$ cat src/rtl/fetch_queue.sv
// Instruction queue between fetch and decode holding {pc, pc+4, instr} entries in FIFO order.
// Latency: a pushed entry reaches the head one cycle after the push (no fall-through).
// Backpressure: fetch_stall when full and decode is not consuming; flush drops everything.
module fetch_queue #(
  parameter int          DEPTH = 4,
  parameter logic [31:0] NOP   = 32'h00000013
) (
  input  logic                      clk,
  input  logic                      rst_n,
  input  logic                      flush,
  input  logic                      push_valid,
  input  logic [31:0]               push_pc,
  input  logic [31:0]               push_pc_plus4,
  input  logic [31:0]               push_instr,
  output logic                      fetch_stall,
  output logic                      id_valid,
  input  logic                      id_ready,
  output logic [31:0]               id_pc,
  output logic [31:0]               id_pc_plus4,
  output logic [31:0]               id_instr,
  output logic                      id_misalign,
  output logic [$clog2(DEPTH):0]    count
);

  localparam int AW = $clog2(DEPTH);
  localparam logic [AW:0] FULL_CNT = (AW+1)'(DEPTH);

  logic [AW-1:0] rd_ptr_q, rd_ptr_d;
  logic [AW-1:0] wr_ptr_q, wr_ptr_d;
  logic [AW:0]   count_q, count_d;

  // Entry storage; contents are only meaningful where count says so, so no reset.
  logic [31:0] slot_pc_q    [DEPTH];
  logic [31:0] slot_pc4_q   [DEPTH];
  logic [31:0] slot_instr_q [DEPTH];

  logic pop;
  logic push;
  logic not_empty;
  logic full;

  assign not_empty = (count_q != '0);
  assign full      = (count_q == FULL_CNT);

  // Handshake decode: a same-cycle pop frees a slot for the incoming push; flush beats both.
  always_comb begin
    pop  = not_empty & id_ready & ~flush;
    push = push_valid & ~flush & (~full | pop);
  end

  // Next pointer/occupancy; flush returns the queue to its reset shape.
  always_comb begin
    rd_ptr_d = rd_ptr_q;
    wr_ptr_d = wr_ptr_q;
    count_d  = count_q;
    if (flush) begin
      rd_ptr_d = '0;
      wr_ptr_d = '0;
      count_d  = '0;
    end else begin
      if (pop)  rd_ptr_d = rd_ptr_q + AW'(1);
      if (push) wr_ptr_d = wr_ptr_q + AW'(1);
      case ({push, pop})
        2'b10:   count_d = count_q + (AW+1)'(1);
        2'b01:   count_d = count_q - (AW+1)'(1);
        default: count_d = count_q;
      endcase
    end
  end

  // Pointer and occupancy registers, cleared asynchronously.
  always_ff @(posedge clk or negedge rst_n) begin
    if (!rst_n) begin
      rd_ptr_q <= '0;
      wr_ptr_q <= '0;
      count_q  <= '0;
    end else begin
      rd_ptr_q <= rd_ptr_d;
      wr_ptr_q <= wr_ptr_d;
      count_q  <= count_d;
    end
  end

  // Capture the fetched entry verbatim at the tail.
  always_ff @(posedge clk) begin
    if (push) begin
      slot_pc_q[wr_ptr_q]    <= push_pc;
      slot_pc4_q[wr_ptr_q]   <= push_pc_plus4;
      slot_instr_q[wr_ptr_q] <= push_instr;
    end
  end

  // Head presentation; when empty the pc fields are don't-care and are driven to zero.
  always_comb begin
    id_valid    = not_empty;
    id_pc       = '0;
    id_pc_plus4 = '0;
    id_instr    = NOP;
    id_misalign = 1'b0;
    if (not_empty) begin
      id_pc       = slot_pc_q[rd_ptr_q];
      id_pc_plus4 = slot_pc4_q[rd_ptr_q];
      id_instr    = slot_instr_q[rd_ptr_q];
      id_misalign = |slot_pc_q[rd_ptr_q][1:0];
    end
  end

  assign fetch_stall = full & ~id_ready;
  assign count       = count_q;

endmodule
$ cat config.mk
export PLATFORM = sky130hd
export DESIGN_NAME = fetch_queue
export DESIGN_NICKNAME = d
export VERILOG_FILES = /design/src/rtl/fetch_queue.sv
export SDC_FILE = /design/constraint.sdc
export NUM_CORES = 1
export LEC_CHECK = 0
export ABC_CLOCK_PERIOD_IN_PS = 6300
export CAP_MARGIN = 20
export CORE_ASPECT_RATIO = 0.5
export CORE_UTILIZATION = 59
export CTS_CLUSTER_DIAMETER = 100
export DETAILED_ROUTE_END_ITERATION = 12
export HOLD_SLACK_MARGIN = 0.05
export PLACE_DENSITY_LB_ADDON = 0.12
export SLEW_MARGIN = 40
export SYNTH_ARGS = -nofsm -noshare
export SYNTH_HDL_FRONTEND = slang
export SYNTH_SLANG_ARGS = --single-unit
$ cat constraint.sdc
create_clock -name clk -period 6.3 [get_ports clk]
set_clock_uncertainty 0.1 [all_clocks]
set_input_delay 0.945 -clock clk [delete_from_list [all_inputs] [get_ports clk]]
set_output_delay 0.945 -clock clk [all_outputs]
set_load 0.01 [all_outputs]
==> results summary <==
The core region is 24,500 um2. Of all nets on the critical path, the largest fanout is 49. The share of the clock period used by the worst path after layout came out at 71.3%. The worst register-to-register path ends at count[2]. The floorplan step set the die height to 115 um.

The share of post-route cells with drive strength above 1 came out at 18.2%. The slowest stage of the critical path is the sky130_fd_sc_hd__clkinv_2 cell. The number of fill cells in the layout came out at 1,297.

The family with the most delay on the worst path is buffers and inverters. Setup repair after global routing left no endpoint under its margin. The final RePlAce weighted congestion is 0.735. After detailed routing, the average wire length per cell comes to 22.6 um.

The layout net count came out at 1,001. The remaining global-route overflow is 0. Traced cell by cell, the critical path runs through nor3_2 -> clkinv_2 -> buf_4 -> and2_1 -> clkdlybuf4s50_1. The count of buffers added by post-CTS timing repair for setup is 0. The horizontal die dimension is 228 um. The cell depth of the worst hold path came out at 2. The starting utilization of the core area is 61.4%. The post-cts resize count came out at 0. The initial antenna violation count is 2. The via-per-instance ratio came out at 5.73. The tool flagged a number of max-cap violations equal to 0. The post-route cell area is 18,700 um2. In the routed design, unresolved DRC markers number 0.

For this block, the initial DRC count from the detailed router was 512. Headroom to the max-slew limit came out at 55.6%. The number of pins exceeding their max-slew limit in the final report is 0. The synthesized netlist contains 35 unique library cells. After clock tree synthesis, the clock-pin slew on the worst setup and hold paths is 0.07 ns. The number of I/O port buffers came out at 202. The power per cell area came out at 320 nW/um2.

STA classifies the critical path endpoint as an output pin. The maximum level of the CTS H-tree came out at 2. The final period demand of the worst path came out at 4.49 ns. The iteration count of the initial detailed-routing pass came out at 5.

The root buffer cell chosen for the clock tree is sky130_fd_sc_hd__clkbuf_16. Detailed placement finished with a half-perimeter wire length of 17.4 mm. The cell row count came out at 40. Across the VDD grid, the largest voltage drop is 0.225 mV. In this design, the stage delay of the slowest critical-path cell is 0.67 ns. The first global-routing pass estimated 43.0 mm of wire.

The startpoint of the most critical register-to-register path is count[1]. TritonCTS built the clock tree. The number of global-route vias before repair came out at 7,573.

The cell total after placement is 1,195. The required time of the critical path is 5.25 ns. Summed over all layers, the routed wires come to 28.3 mm. The count of pins on the block boundary came out at 203. The maximum count of clock buffers along a single path is 3. The synthesis-to-layout area growth is 24.1%. The hold violation count in the final report is 0. The cell area that synthesis handed to floorplanning was 15,000 um2. The transition time at the pin with the least slew margin is 0.664 ns.

During synthesis, Yosys emitted a total of 0 warnings. The critical path contains buffers and inverters numbering 3 combined. Sequential cells were found to cover 77.9% of the synthesized design area.

The finished layout holds 1,256 standard cells, fillers aside. The net count after synthesis is 780. Setup slack on the worst reg-to-reg path comes out at 2.92 ns. The total negative setup slack came out at 0 ns. The worst reg-to-reg path cell count came out at 8. The die covers 26,200 um2. The critical path starts at count[1]. The total placed instance area is 17,600 um2. The end point of the most critical hold path is wr_ptr_q[0].

The arrival time of data at the critical path endpoint came out at 3.45 ns. Counting flops and latches in the post-synthesis netlist gives 391. The path class of the tightest hold or removal check is flip-flop to flip-flop. The CTS sink count came out at 391. The maximum number of pins on one net before global-route repair came out at 50. The run finished with clean final reports. The total number of vias is 7,200. Based on the critical path, the design can be clocked at up to 223 MHz. The number of cells produced by synthesis came out at 674.

The mean area per synthesized cell came out at 22.3 um2. For this design the static power due to leakage is 5.89 nW. Once detail routing completed, the nets flagged for antenna violations numbered 0. The total global-route track usage came out at 22.1%. The classification of the worst setup path is flip-flop to output pin. The setup violation total in the final timing report came out at 0.

The clock latency reported for the late side of the worst-skew pair is 0.51 ns. The startpoint of the worst hold path is wr_ptr_q[0]. The number of buffers created by CTS is 34. STA classifies the critical path startpoint as a flip-flop. In this run, post-CTS hold repair placed 0 buffers.
## tightest hold or removal path, stage by stage (launching register included)
cell and delay [ns]:
sky130_fd_sc_hd__dfrtp_1 0.42, sky130_fd_sc_hd__xnor2_1 0.14, sky130_fd_sc_hd__nor2_1 0.04
## area by class of cell
| cell class | instances | area (um2) | area share (%) |
|---|---|---|---|
| Sequential cell | 391 | 11700 | 62.8 |
| Multi-Input combinational cell | 243 | 3130 | 16.8 |
| Timing Repair Buffer | 222 | 2280 | 12.2 |
| Clock buffer | 48 | 967 | 5.18 |
| Tap cell | 336 | 420 | 2.25 |
| Clock inverter | 12 | 129 | 0.691 |
| Inverter | 3 | 12.5 | 0.0671 |
| Antenna cell | 1 | 2.50 | 0.0134 |
## cell usage in the layout, fill, tap and decap left out, types with 3 or more instances in the layout
master                              n
sky130_fd_sc_hd__and2_4             4
sky130_fd_sc_hd__dfrtp_1            5
sky130_fd_sc_hd__a21oi_1            5
sky130_fd_sc_hd__edfxtp_1         384
sky130_fd_sc_hd__buf_12             9
sky130_fd_sc_hd__bufinv_16          3
sky130_fd_sc_hd__clkdlybuf4s50_1  202
sky130_fd_sc_hd__buf_4             11
sky130_fd_sc_hd__ha_1               4
sky130_fd_sc_hd__clkinv_1           7
sky130_fd_sc_hd__clkbuf_16         37
sky130_fd_sc_hd__nand3_1            4
sky130_fd_sc_hd__or2_1              3
sky130_fd_sc_hd__nor3b_1            3
sky130_fd_sc_hd__clkbuf_1          11
sky130_fd_sc_hd__and2_1            94
sky130_fd_sc_hd__mux4_2            96
sky130_fd_sc_hd__nor2_1             7
## metal layers
metal / part of all wire [%] / GRT usage [%] / wire (um)
met1: 42 / 29.6 / 11800
met2: 52 / 37.9 / 14600
met3: 5.0 / 4.71 / 1410
met4: 1.6 / 5.41 / 456
met5: 0.046 / 0 / 13
## cell usage after synthesis
master | instances | area, um2
sky130_fd_sc_hd__a211oi_1 | 1 | 7.51
sky130_fd_sc_hd__a21o_1 | 1 | 7.51
sky130_fd_sc_hd__a21oi_1 | 5 | 25.0
sky130_fd_sc_hd__a31oi_1 | 2 | 12.5
sky130_fd_sc_hd__a32oi_1 | 1 | 8.76
sky130_fd_sc_hd__and2_1 | 98 | 613
sky130_fd_sc_hd__buf_12 | 1 | 20.0
sky130_fd_sc_hd__buf_2 | 14 | 70.1
sky130_fd_sc_hd__buf_4 | 1 | 7.51
sky130_fd_sc_hd__buf_6 | 3 | 33.8
sky130_fd_sc_hd__clkbuf_1 | 17 | 63.8
sky130_fd_sc_hd__clkbuf_2 | 1 | 5.00
sky130_fd_sc_hd__dfrtp_1 | 7 | 175
sky130_fd_sc_hd__edfxtp_1 | 384 | 11500
sky130_fd_sc_hd__fa_1 | 1 | 20.0
sky130_fd_sc_hd__ha_1 | 4 | 50.1
sky130_fd_sc_hd__inv_1 | 3 | 11.3
sky130_fd_sc_hd__mux4_2 | 96 | 2160
sky130_fd_sc_hd__nand2_1 | 2 | 7.51
sky130_fd_sc_hd__nand2b_1 | 2 | 12.5
sky130_fd_sc_hd__nand3_1 | 4 | 20.0
sky130_fd_sc_hd__nor2_1 | 7 | 26.3
sky130_fd_sc_hd__nor2b_1 | 1 | 6.26
sky130_fd_sc_hd__nor3_1 | 1 | 5.00
sky130_fd_sc_hd__nor3_2 | 1 | 10.0
sky130_fd_sc_hd__nor3b_1 | 3 | 22.5
sky130_fd_sc_hd__nor4b_1 | 1 | 8.76
sky130_fd_sc_hd__nor4b_2 | 1 | 15.0
sky130_fd_sc_hd__o21ai_0 | 2 | 10.0
sky130_fd_sc_hd__o21bai_1 | 1 | 7.51
sky130_fd_sc_hd__o22ai_1 | 1 | 6.26
sky130_fd_sc_hd__o31ai_1 | 1 | 7.51
sky130_fd_sc_hd__or2_1 | 3 | 18.8
sky130_fd_sc_hd__xnor2_1 | 1 | 8.76
sky130_fd_sc_hd__xor2_1 | 2 | 17.5
## kinds of logic (layout without fill, tap and decap cells)
| group | count (synthesis) | in the layout | synth area share, % |
|---|---|---|---|
| muxes | 96 | 96 | 14.4 |
| other | 0 | 1 | 0 |
| and+or+nand+nor | 124 | 124 | 5.09 |
| adders and majority gates | 5 | 5 | 0.466 |
| buffers and inverters | 40 | 285 | 1.41 |
| AOI/OAI and AO/OA | 15 | 15 | 0.616 |
| xor gates and xnor gates | 3 | 3 | 0.175 |
| DFF | 391 | 391 | 77.9 |
## flip-flops by register name (all words and copies together), names as in the netlist
| register | flops |
|---|---|
| count | 3 |
| rd_ptr_q | 2 |
| slot_instr_q | 128 |
| slot_pc4_q | 128 |
| slot_pc_q | 128 |
| wr_ptr_q | 2 |
## where the power goes
group | internal, mW | leakage (nW) | switching (mW)
clock | 1.19 | 0.526 | 0.862
combinational | 0.520 | 1.79 | 0.405
sequential | 2.95 | 3.58 | 0.0449
## through the flow
step                worst slack, ns  power [mW]  hold slack [ns]  utilization [%]
detailed placement             2.50        3.99            0.503             71.7
global placement               2.18        3.97            0.497             71.1
global route                   1.51        6.18            0.579             76.2
CTS                            1.94        6.03            0.533             76.2
finish                         1.81        5.98            0.531             76.2
floorplan                      1.93        3.54            0.462                -
## how the worst max path moves through the flow
stage	to	cells after the start
finish	id_instr[10]	5
global route	id_instr[10]	5
CTS	id_instr[10]	5
detailed placement	id_instr[10]	5
global placement	slot_pc_q[0][13]	5
floorplan	slot_instr_q[0][0]	3
(Power assumes the default switching activity.)
